File: config.mk
export PLATFORM = sky130hd
export DESIGN_NAME = cpu_ctrl_fsm_flat
export DESIGN_NICKNAME = d
export VERILOG_FILES = /design/src/rtl/cpu_ctrl_pkg.sv /design/src/rtl/cpu_ctrl_fsm_if.sv /design/src/rtl/cpu_decoder.sv /design/src/rtl/cpu_ctrl_fsm.sv /design/src/flat_wrapper.sv
export SDC_FILE = /design/constraint.sdc
export NUM_CORES = 1
export LEC_CHECK = 0
export ABC_AREA = 1
export CORE_MARGIN = 4
export CORE_UTILIZATION = 40
export CTS_CLUSTER_SIZE = 14
export DETAILED_ROUTE_END_ITERATION = 7
export DONT_BUFFER_PORTS = 1
export PLACE_DENSITY_LB_ADDON = 0.05
export SLEW_MARGIN = 20
export SYNTH_ARGS = -nofsm -noshare
export SYNTH_HDL_FRONTEND = slang
export SYNTH_SLANG_ARGS = --single-unit
File: constraint.sdc
create_clock -name clk_in -period 2.1 [get_ports clk_in]
set_input_delay 0.42 -clock clk_in [delete_from_list [all_inputs] [get_ports clk_in]]
set_output_delay 0.42 -clock clk_in [all_outputs]
set_load 0.01 [all_outputs]
File: src/rtl/cpu_ctrl_pkg.sv
// Shared definitions for the multi-cycle MIPS-subset control sequencer:
// encodings, control-word layout, sequencer states and trap causes.
package cpu_ctrl_pkg;

    typedef enum logic [2:0] {
        ST_FETCH = 3'd0,
        ST_EXEC  = 3'd1,
        ST_MEM   = 3'd2,
        ST_WB    = 3'd3,
        ST_TRAP  = 3'd4
    } state_t;

    // Primary opcodes
    localparam logic [5:0] OP_RTYPE = 6'b000000;
    localparam logic [5:0] OP_J     = 6'b000010;
    localparam logic [5:0] OP_JAL   = 6'b000011;
    localparam logic [5:0] OP_BEQ   = 6'b000100;
    localparam logic [5:0] OP_BNE   = 6'b000101;
    localparam logic [5:0] OP_ADDI  = 6'b001000;
    localparam logic [5:0] OP_ADDIU = 6'b001001;
    localparam logic [5:0] OP_SLTI  = 6'b001010;
    localparam logic [5:0] OP_SLTIU = 6'b001011;
    localparam logic [5:0] OP_ANDI  = 6'b001100;
    localparam logic [5:0] OP_ORI   = 6'b001101;
    localparam logic [5:0] OP_XORI  = 6'b001110;
    localparam logic [5:0] OP_LUI   = 6'b001111;
    localparam logic [5:0] OP_LW    = 6'b100011;
    localparam logic [5:0] OP_SW    = 6'b101011;

    // R-type function codes
    localparam logic [5:0] FN_SLL  = 6'b000000;
    localparam logic [5:0] FN_SRL  = 6'b000010;
    localparam logic [5:0] FN_SRA  = 6'b000011;
    localparam logic [5:0] FN_SLLV = 6'b000100;
    localparam logic [5:0] FN_SRLV = 6'b000110;
    localparam logic [5:0] FN_SRAV = 6'b000111;
    localparam logic [5:0] FN_JR   = 6'b001000;
    localparam logic [5:0] FN_ADD  = 6'b100000;
    localparam logic [5:0] FN_ADDU = 6'b100001;
    localparam logic [5:0] FN_SUB  = 6'b100010;
    localparam logic [5:0] FN_SUBU = 6'b100011;
    localparam logic [5:0] FN_AND  = 6'b100100;
    localparam logic [5:0] FN_OR   = 6'b100101;
    localparam logic [5:0] FN_XOR  = 6'b100110;
    localparam logic [5:0] FN_NOR  = 6'b100111;
    localparam logic [5:0] FN_SLT  = 6'b101010;
    localparam logic [5:0] FN_SLTU = 6'b101011;

    // ALU operation codes
    localparam logic [3:0] ALU_ADDU = 4'b0000;
    localparam logic [3:0] ALU_SUBU = 4'b0001;
    localparam logic [3:0] ALU_ADD  = 4'b0010;
    localparam logic [3:0] ALU_SUB  = 4'b0011;
    localparam logic [3:0] ALU_AND  = 4'b0100;
    localparam logic [3:0] ALU_OR   = 4'b0101;
    localparam logic [3:0] ALU_XOR  = 4'b0110;
    localparam logic [3:0] ALU_NOR  = 4'b0111;
    localparam logic [3:0] ALU_LUI  = 4'b1000;
    localparam logic [3:0] ALU_SLTU = 4'b1010;
    localparam logic [3:0] ALU_SLT  = 4'b1011;
    localparam logic [3:0] ALU_SRA  = 4'b1100;
    localparam logic [3:0] ALU_SRL  = 4'b1101;
    localparam logic [3:0] ALU_SLL  = 4'b1110;

    // ALU B-operand select
    localparam logic [1:0] M4_RT   = 2'b00;
    localparam logic [1:0] M4_ZIMM = 2'b01;
    localparam logic [1:0] M4_SIMM = 2'b10;
    localparam logic [1:0] M4_ZERO = 2'b11;

    // Register-file destination select
    localparam logic [1:0] M8_RD = 2'b00;
    localparam logic [1:0] M8_RT = 2'b01;
    localparam logic [1:0] M8_RA = 2'b10;

    // Trap causes
    localparam logic [1:0] TC_NONE    = 2'b00;
    localparam logic [1:0] TC_ILLEGAL = 2'b01;
    localparam logic [1:0] TC_DMEM_TO = 2'b10;

    // Decoded control word; M5 is absent because it depends on the taken flag
    typedef struct packed {
        logic [3:0] aluc;
        logic       m1;
        logic       m2;
        logic       m3;
        logic [1:0] m4;
        logic       m6;
        logic       m7;
        logic [1:0] m8;
        logic       is_load;
        logic       is_store;
        logic       is_branch;
        logic       branch_ne;
        logic       writes_rf;
        logic       illegal;
    } ctrl_word_t;

    localparam ctrl_word_t CW_NOP = '{
        aluc: ALU_ADDU, m1: 1'b0, m2: 1'b0, m3: 1'b0, m4: M4_RT,
        m6: 1'b0, m7: 1'b1, m8: M8_RD, is_load: 1'b0, is_store: 1'b0,
        is_branch: 1'b0, branch_ne: 1'b0, writes_rf: 1'b0, illegal: 1'b0
    };

endpackage

File: src/rtl/cpu_ctrl_fsm_if.sv
// Control/handshake bundle between the sequencer (master) and the
// datapath plus memories (slave).
interface cpu_ctrl_fsm_if;
    logic [31:0] imem_out;
    logic        im_ready;
    logic        dm_ready;
    logic        Z;
    logic        IM_R;
    logic [31:0] ir_out;
    logic        PC_W;
    logic        RF_W;
    logic [3:0]  ALUC;
    logic        M1;
    logic        M2;
    logic        M3;
    logic [1:0]  M4;
    logic        M5;
    logic        M6;
    logic        M7;
    logic [1:0]  M8;
    logic        CS;
    logic        DM_R;
    logic        DM_W;
    logic        trap;
    logic [1:0]  trap_cause;

    modport master (
        input  imem_out, im_ready, dm_ready, Z,
        output IM_R, ir_out, PC_W, RF_W, ALUC, M1, M2, M3, M4, M5, M6, M7, M8,
               CS, DM_R, DM_W, trap, trap_cause
    );

    modport slave (
        output imem_out, im_ready, dm_ready, Z,
        input  IM_R, ir_out, PC_W, RF_W, ALUC, M1, M2, M3, M4, M5, M6, M7, M8,
               CS, DM_R, DM_W, trap, trap_cause
    );
endinterface

File: src/rtl/cpu_decoder.sv
// Combinational instruction decoder: IR opcode/funct fields to control word.
// Any encoding outside the 31-instruction subset is flagged illegal.
module cpu_decoder
    import cpu_ctrl_pkg::*;
(
    input  logic [5:0] opcode,
    input  logic [5:0] funct,
    output ctrl_word_t cw
);

    // Map opcode/funct onto selects, ALU op and instruction class
    always_comb begin
        cw = CW_NOP;
        case (opcode)
            OP_RTYPE: begin
                cw.writes_rf = 1'b1;
                case (funct)
                    FN_ADD:  cw.aluc = ALU_ADD;
                    FN_ADDU: cw.aluc = ALU_ADDU;
                    FN_SUB:  cw.aluc = ALU_SUB;
                    FN_SUBU: cw.aluc = ALU_SUBU;
                    FN_AND:  cw.aluc = ALU_AND;
                    FN_OR:   cw.aluc = ALU_OR;
                    FN_XOR:  cw.aluc = ALU_XOR;
                    FN_NOR:  cw.aluc = ALU_NOR;
                    FN_SLT:  cw.aluc = ALU_SLT;
                    FN_SLTU: cw.aluc = ALU_SLTU;
                    FN_SLLV: cw.aluc = ALU_SLL;
                    FN_SRLV: cw.aluc = ALU_SRL;
                    FN_SRAV: cw.aluc = ALU_SRA;
                    FN_SLL:  begin cw.aluc = ALU_SLL; cw.m3 = 1'b1; end
                    FN_SRL:  begin cw.aluc = ALU_SRL; cw.m3 = 1'b1; end
                    FN_SRA:  begin cw.aluc = ALU_SRA; cw.m3 = 1'b1; end
                    FN_JR:   begin cw.writes_rf = 1'b0; cw.m1 = 1'b1; cw.m6 = 1'b1; end
                    default: begin cw.writes_rf = 1'b0; cw.illegal = 1'b1; end
                endcase
            end
            OP_J:     cw.m1 = 1'b1;
            OP_JAL:   begin cw.m1 = 1'b1; cw.m8 = M8_RA; cw.m7 = 1'b0; cw.writes_rf = 1'b1; end
            OP_BEQ:   begin cw.aluc = ALU_SUBU; cw.is_branch = 1'b1; end
            OP_BNE:   begin cw.aluc = ALU_SUBU; cw.is_branch = 1'b1; cw.branch_ne = 1'b1; end
            OP_ADDI:  begin cw.aluc = ALU_ADD;  cw.m4 = M4_SIMM; cw.m8 = M8_RT; cw.writes_rf = 1'b1; end
            OP_ADDIU: begin cw.aluc = ALU_ADDU; cw.m4 = M4_SIMM; cw.m8 = M8_RT; cw.writes_rf = 1'b1; end
            OP_SLTI:  begin cw.aluc = ALU_SLT;  cw.m4 = M4_SIMM; cw.m8 = M8_RT; cw.writes_rf = 1'b1; end
            OP_SLTIU: begin cw.aluc = ALU_SLTU; cw.m4 = M4_SIMM; cw.m8 = M8_RT; cw.writes_rf = 1'b1; end
            OP_ANDI:  begin cw.aluc = ALU_AND;  cw.m4 = M4_ZIMM; cw.m8 = M8_RT; cw.writes_rf = 1'b1; end
            OP_ORI:   begin cw.aluc = ALU_OR;   cw.m4 = M4_ZIMM; cw.m8 = M8_RT; cw.writes_rf = 1'b1; end
            OP_XORI:  begin cw.aluc = ALU_XOR;  cw.m4 = M4_ZIMM; cw.m8 = M8_RT; cw.writes_rf = 1'b1; end
            OP_LUI:   begin cw.aluc = ALU_LUI;  cw.m4 = M4_ZIMM; cw.m8 = M8_RT; cw.writes_rf = 1'b1; end
            OP_LW:    begin
                cw.m4 = M4_SIMM; cw.m8 = M8_RT; cw.m2 = 1'b1;
                cw.writes_rf = 1'b1; cw.is_load = 1'b1;
            end
            OP_SW:    begin cw.m4 = M4_SIMM; cw.is_store = 1'b1; end
            default:  cw.illegal = 1'b1;
        endcase
    end

endmodule

File: src/rtl/cpu_ctrl_fsm.sv
// Multi-cycle control sequencer: FETCH -> EXEC -> (MEM) -> WB, with a
// sticky TRAP state for illegal instructions and data-memory timeouts.
module cpu_ctrl_fsm
    import cpu_ctrl_pkg::*;
#(
    parameter int unsigned MEM_TIMEOUT = 255,
    parameter int unsigned TO_W        = 16
)(
    input  logic           clk_in,
    input  logic           reset,
    cpu_ctrl_fsm_if.master bus
);

    localparam logic [TO_W-1:0] TO_ONE   = TO_W'(1);
    localparam logic [TO_W-1:0] TO_LIMIT = TO_W'(MEM_TIMEOUT);

    state_t          state_r;
    logic [31:0]     ir_r;
    logic            taken_r;
    logic [TO_W-1:0] to_cnt_r;
    logic            trap_r;
    logic [1:0]      cause_r;
    ctrl_word_t      cw_s;
    logic            sel_on_s;
    logic [TO_W-1:0] to_cnt_nxt_s;

    cpu_decoder u_dec (
        .opcode (ir_r[31:26]),
        .funct  (ir_r[5:0]),
        .cw     (cw_s)
    );

    assign to_cnt_nxt_s = to_cnt_r + TO_ONE;

    // Sequencer state, instruction register, branch outcome, MEM timeout and trap status
    always_ff @(posedge clk_in or negedge reset) begin
        if (!reset) begin
            state_r  <= ST_FETCH;
            ir_r     <= 32'd0;
            taken_r  <= 1'b0;
            to_cnt_r <= '0;
            trap_r   <= 1'b0;
            cause_r  <= TC_NONE;
        end else begin
            case (state_r)
                ST_FETCH: begin
                    if (bus.im_ready) begin
                        ir_r    <= bus.imem_out;
                        state_r <= ST_EXEC;
                    end
                end
                ST_EXEC: begin
                    taken_r  <= cw_s.is_branch & (cw_s.branch_ne ? ~bus.Z : bus.Z);
                    to_cnt_r <= '0;
                    if (cw_s.illegal) begin
                        state_r <= ST_TRAP;
                        trap_r  <= 1'b1;
                        cause_r <= TC_ILLEGAL;
                    end else if (cw_s.is_load | cw_s.is_store) begin
                        state_r <= ST_MEM;
                    end else begin
                        state_r <= ST_WB;
                    end
                end
                ST_MEM: begin
                    // A ready arriving on the final counted cycle still completes the access
                    to_cnt_r <= to_cnt_nxt_s;
                    if (bus.dm_ready) begin
                        state_r <= ST_WB;
                    end else if (to_cnt_nxt_s >= TO_LIMIT) begin
                        state_r <= ST_TRAP;
                        trap_r  <= 1'b1;
                        cause_r <= TC_DMEM_TO;
                    end
                end
                ST_WB: begin
                    to_cnt_r <= '0;
                    state_r  <= ST_FETCH;
                end
                ST_TRAP: begin
                    state_r <= ST_TRAP;
                    trap_r  <= 1'b1;
                end
                default: begin
                    state_r <= ST_TRAP;
                    trap_r  <= 1'b1;
                    cause_r <= TC_ILLEGAL;
                end
            endcase
        end
    end

    // Selects and ALU op are only meaningful while an instruction is in flight
    always_comb begin
        sel_on_s = 1'b0;
        case (state_r)
            ST_EXEC, ST_MEM, ST_WB: sel_on_s = 1'b1;
            default:                sel_on_s = 1'b0;
        endcase
    end

    assign bus.ALUC = sel_on_s ? cw_s.aluc : 4'b0000;
    assign bus.M1   = sel_on_s & cw_s.m1;
    assign bus.M2   = sel_on_s & cw_s.m2;
    assign bus.M3   = sel_on_s & cw_s.m3;
    assign bus.M4   = sel_on_s ? cw_s.m4 : 2'b00;
    assign bus.M5   = sel_on_s & (cw_s.is_branch ? ~taken_r : 1'b1);
    assign bus.M6   = sel_on_s & cw_s.m6;
    assign bus.M7   = sel_on_s & cw_s.m7;
    assign bus.M8   = sel_on_s ? cw_s.m8 : 2'b00;

    // The reset term keeps the fetch request quiet while reset is held
    assign bus.IM_R = reset & (state_r == ST_FETCH);
    assign bus.PC_W = (state_r == ST_WB);
    assign bus.RF_W = (state_r == ST_WB) & cw_s.writes_rf;
    assign bus.CS   = (state_r == ST_MEM);
    assign bus.DM_R = (state_r == ST_MEM) & cw_s.is_load;
    assign bus.DM_W = (state_r == ST_MEM) & cw_s.is_store;

    assign bus.ir_out     = ir_r;
    assign bus.trap       = trap_r;
    assign bus.trap_cause = cause_r;

endmodule

File: src/flat_wrapper.sv
// flat-port wrapper written by rule: the top's interface ports become plain ports
module cpu_ctrl_fsm_flat import cpu_ctrl_pkg::*;
#(
    parameter int unsigned MEM_TIMEOUT = 255,
    parameter int unsigned TO_W        = 16
)
  (clk_in, reset, bus_imem_out, bus_im_ready, bus_dm_ready, bus_Z, bus_IM_R, bus_ir_out, bus_PC_W, bus_RF_W, bus_ALUC, bus_M1, bus_M2, bus_M3, bus_M4, bus_M5, bus_M6, bus_M7, bus_M8, bus_CS, bus_DM_R, bus_DM_W, bus_trap, bus_trap_cause);
  cpu_ctrl_fsm_if bus_i ();
  input  logic clk_in;
  input  logic reset;
  input wire logic [$bits(bus_i.imem_out)-1:0] bus_imem_out;
  input wire logic [$bits(bus_i.im_ready)-1:0] bus_im_ready;
  input wire logic [$bits(bus_i.dm_ready)-1:0] bus_dm_ready;
  input wire logic [$bits(bus_i.Z)-1:0] bus_Z;
  output wire logic [$bits(bus_i.IM_R)-1:0] bus_IM_R;
  output wire logic [$bits(bus_i.ir_out)-1:0] bus_ir_out;
  output wire logic [$bits(bus_i.PC_W)-1:0] bus_PC_W;
  output wire logic [$bits(bus_i.RF_W)-1:0] bus_RF_W;
  output wire logic [$bits(bus_i.ALUC)-1:0] bus_ALUC;
  output wire logic [$bits(bus_i.M1)-1:0] bus_M1;
  output wire logic [$bits(bus_i.M2)-1:0] bus_M2;
  output wire logic [$bits(bus_i.M3)-1:0] bus_M3;
  output wire logic [$bits(bus_i.M4)-1:0] bus_M4;
  output wire logic [$bits(bus_i.M5)-1:0] bus_M5;
  output wire logic [$bits(bus_i.M6)-1:0] bus_M6;
  output wire logic [$bits(bus_i.M7)-1:0] bus_M7;
  output wire logic [$bits(bus_i.M8)-1:0] bus_M8;
  output wire logic [$bits(bus_i.CS)-1:0] bus_CS;
  output wire logic [$bits(bus_i.DM_R)-1:0] bus_DM_R;
  output wire logic [$bits(bus_i.DM_W)-1:0] bus_DM_W;
  output wire logic [$bits(bus_i.trap)-1:0] bus_trap;
  output wire logic [$bits(bus_i.trap_cause)-1:0] bus_trap_cause;
  assign bus_i.imem_out = bus_imem_out;
  assign bus_i.im_ready = bus_im_ready;
  assign bus_i.dm_ready = bus_dm_ready;
  assign bus_i.Z = bus_Z;
  assign bus_IM_R = bus_i.IM_R;
  assign bus_ir_out = bus_i.ir_out;
  assign bus_PC_W = bus_i.PC_W;
  assign bus_RF_W = bus_i.RF_W;
  assign bus_ALUC = bus_i.ALUC;
  assign bus_M1 = bus_i.M1;
  assign bus_M2 = bus_i.M2;
  assign bus_M3 = bus_i.M3;
  assign bus_M4 = bus_i.M4;
  assign bus_M5 = bus_i.M5;
  assign bus_M6 = bus_i.M6;
  assign bus_M7 = bus_i.M7;
  assign bus_M8 = bus_i.M8;
  assign bus_CS = bus_i.CS;
  assign bus_DM_R = bus_i.DM_R;
  assign bus_DM_W = bus_i.DM_W;
  assign bus_trap = bus_i.trap;
  assign bus_trap_cause = bus_i.trap_cause;
  cpu_ctrl_fsm #(.MEM_TIMEOUT(MEM_TIMEOUT), .TO_W(TO_W)) u_core (.clk_in(clk_in), .reset(reset), .bus(bus_i));
endmodule
==> metrics.md <==
| Metric | Value |
|---|---|
| Max Clk Rate | `about 450 MHz` |
| Vias | `about 2900` |
| Max Cap Violations | `0` |
| Commonest non-fill, non-tap cell in the layout | `nand2_1` |
| Hold path cells | `1` |
| Area of the multi-input gates | `around 1700 µm²` |
| Required time worst endpoint | `1680 ps` |
| FILL cells | `between 700 and 800` |
| Worst hold endpoint | `u_core.bus.ir_out[17]` |
| R2r endpoint | `u_core.bus.trap_cause[0]` |
| Worst path most repeated cell | `nand2_2` |
| I/O Buffers | `0` |
| Initial antenna violation count | `0` |
| DRC | `0` |
| Critical path peak fanout | `5` |
| DR WL/cell | `between 15 and 20 µm` |
| Area contributors post-synth | `dfrtp_1, nand2_1, nor2_1` |
| CTS root buf | `clkbuf_8` |
| Post-route cell area | `between 4000 and 5000 µm²` |
| Min-delay src | `bus_imem_out[17]` |
| Final Hold Viols | `0` |
| Clock Sinks | `55` |
| Layout Utilization | `0.528` |
| Reg2Reg Depth | `16` |
| CP Capture Type | `primary output` |
| Hold Path Class | `primary input to flop` |
| DR vias/cell | `approximately 5.0` |
| Final nets | `about 500` |
| WP buf/inv | `2` |
| Fin Hold WS | `between 200 and 250 ps` |
| YS warnings | `0` |
| Reg area | `about 1400 µm²` |
| Global-route usage over all layers | `0.191` |
| Slack of the critical path | `-141 ps` |
| Reg clk slew, reported paths | `around 110 ps` |
| Die area | `9310 µm²` |
| Critical path type | `flop to primary output` |
| Worst EP arrival | `between 1500 and 2000 ps` |
| Synth top area share | `0.439` |
| Status | `finished, violations left` |
| Worst path slowest cell | `dfrtp_2` |
| CP startpoint kind | `flop` |
| First-pass GRT wire length | `roughly 14000 µm` |
| Distinct cell type count after synthesis | `29` |
| Largest net degree at the start of global routing | `56` |
| FP Rows | `32` |
| Placed inst area | `3540 µm²` |
| Maximum vdd drop | `approximately 0.71 mV` |
| Synth Cell Area | `3130 µm²` |
| Core Area | `roughly 7700 µm²` |
| Ant. Diodes | `0` |
| Static leakage | `~1.9 nW` |
| CP Cell Sequence | `nor2_4, nand2_2, nor2_4, nand2_2, nand2_2, inv_2, nand4_1, a22oi_1, nor2_1, buf_4` |
| Initial DRC Count | `100` |
| Setup Viol. Count Final | `5` |
| H-tree Lvls | `2` |
| Die height | `around 96 µm` |
| I/O Pins | `~90` |
| CTS tree | `done` |
| Post-synthesis sequential area ratio | `0.439` |
| Routability congestion estimate | `roughly 0.89` |
| Clock buffer count from CTS | `5` |
| Post-Route Skew | `slightly above 7 ps` |
| DP Worst Slack | `between 100 and 150 ps` |
| Worst R2R Setup Slack | `100 ps` |
| Syn_nets | `approximately 450` |
| Synth area leader | `dfrtp_1` |
| Period utilization | `1.07` |
| CP top delay family | `simple AND/OR/NAND/NOR gates` |
| Vias in the first global route | `2951` |
| Tmin final | `2240 ps` |
| Relative max-transition margin | `0.715` |
| Initial core utilization | `0.407` |
| Maximum buffer depth of the clock tree | `2` |
| Final ANT Viol Nets | `0` |
| Crit path largest cell delay | `roughly 490 ps` |
| Cells after synthesis | `between 400 and 500` |
| Most frequent cells in the layout | `nand2_1, buf_4, nor2_1, dfrtp_1, inv_1` |
| Yosys reg bits | `55` |
| Share of cells above drive strength 1 | `0.346` |
| Pins Over Slew Limit | `0` |
| Gr ovfl total | `0` |
| RSZ-0062 raised after global routing | `yes` |
| Avg Cell Area, Syn | `7.56 µm²` |
| Die Wd | `around 96 µm` |
| Worst R2R Start | `u_core.bus.ir_out[1]` |
| Area grow syn2layout | `29.6%` |
| Detailed Route WL | `8730 µm` |
| Violated checks | `negative setup slack` |
| Skew-Pair Late Insertion Delay | `~310 ps` |
| Worst-margin pin slew | `between 400 and 500 ps` |
| Pwr dens | `between 1000 and 1500 nW/µm²` |
| Hpwl dp | `6170 µm` |
| TritonRoute pass-1 iters | `5` |
==> worst max path at each step <==
stage	start	end	slack [ps]	cells after the start
after CTS	u_core.bus.ir_out[0]	bus_RF_W	-130	10
after detailed placement	u_core.bus.ir_out[1]	bus_RF_W	140	10
after floorplan	u_core.bus.ir_out[31]	bus_ALUC[0]	260	7
after global placement	u_core.bus.ir_out[1]	bus_RF_W	150	10
after global routing	u_core.bus.ir_out[1]	bus_ALUC[1]	-250	12
final	u_core.bus.ir_out[1]	bus_ALUC[3]	-140	10
==> sequential cells by signal (all words and copies together), names as in the netlist <==
signal,flops
u_core.bus.trap,1
u_core.bus.trap_cause,2
u_core.to_cnt_r,16
u_core.bus.ir_out,32
u_core.state_r,3
u_core.taken_r,1
==> per-stage QoR <==
step | TNS, ps | std cells | power [mW]
after detailed placement | 0 | 547 | 3.06
final | -567 | 579 | 4.21
after floorplan | 0 | 414 | 2.54
after global placement | 0 | 547 | 3.04
after global routing | -1540 | 579 | 4.52
after CTS | -452 | 565 | 3.93
==> cell families after synthesis <==
kind of cell | after synthesis | synth area share
flip-flops | 55 | 0.439
multiplexers | 22 | 0.0791
buffers and inverters | 65 | 0.0791
AND/OR/NAND/NOR | 220 | 0.302
AO/OA/AOI/OAI | 48 | 0.0871
XOR/XNOR | 2 | 0.00559
adder cells (fa/ha/maj) | 2 | 0.00799
==> cell usage after synthesis <==
cell type	n
nand3b_1	1
a22oi_1	1
nand2_2	3
dfrtp_1	55
clkbuf_1	6
o31ai_1	1
buf_2	3
nand4_1	13
ha_1	2
a31oi_1	1
nor2_1	70
a41oi_1	1
inv_2	1
o22ai_1	8
o21bai_1	2
nor3_1	5
nor2_2	4
nand3_2	3
a21oi_2	1
o21ai_2	1
mux2_2	22
nand2_1	94
nor2_4	1
xnor2_1	1
o21ai_0	16
a21oi_1	16
inv_1	55
xor2_1	1
nand3_1	26
==> repair_timing <==
item,CTS,global route
pin swaps,5,21
setup buffers,8,14
gates resized for setup,14,60
endpoints found under the setup margin,7,21
cloned,0,0
endpoints found under the hold margin,55,0
hold buffers,2,0
==> power by group <==
group          switching [mW]  internal [mW]
Combinational           0.843          0.784
Sequential              0.420           1.41
Clock                   0.383          0.369
Total                    1.65           2.56
==> area by class of cell <==
cell class / instances / share of cell area
multi-input cells: 294 / 0.416
repair buffers: 64 / 0.131
clock inverters: 3 / 0.0123
flip-flops and latches: 55 / 0.341
inverters: 56 / 0.0524
well taps: 102 / 0.0314
clock buffers: 5 / 0.0169
==> routing by layer <==
layer	track usage	vias up	part of all wire
li1	-	1462	-
met1	0.230	1352	0.41
met2	0.320	70	0.51
met3	0.0589	13	0.058
met4	0.0724	0	0.025
met5	0	-	0
Power figures use the tool's default switching activity.
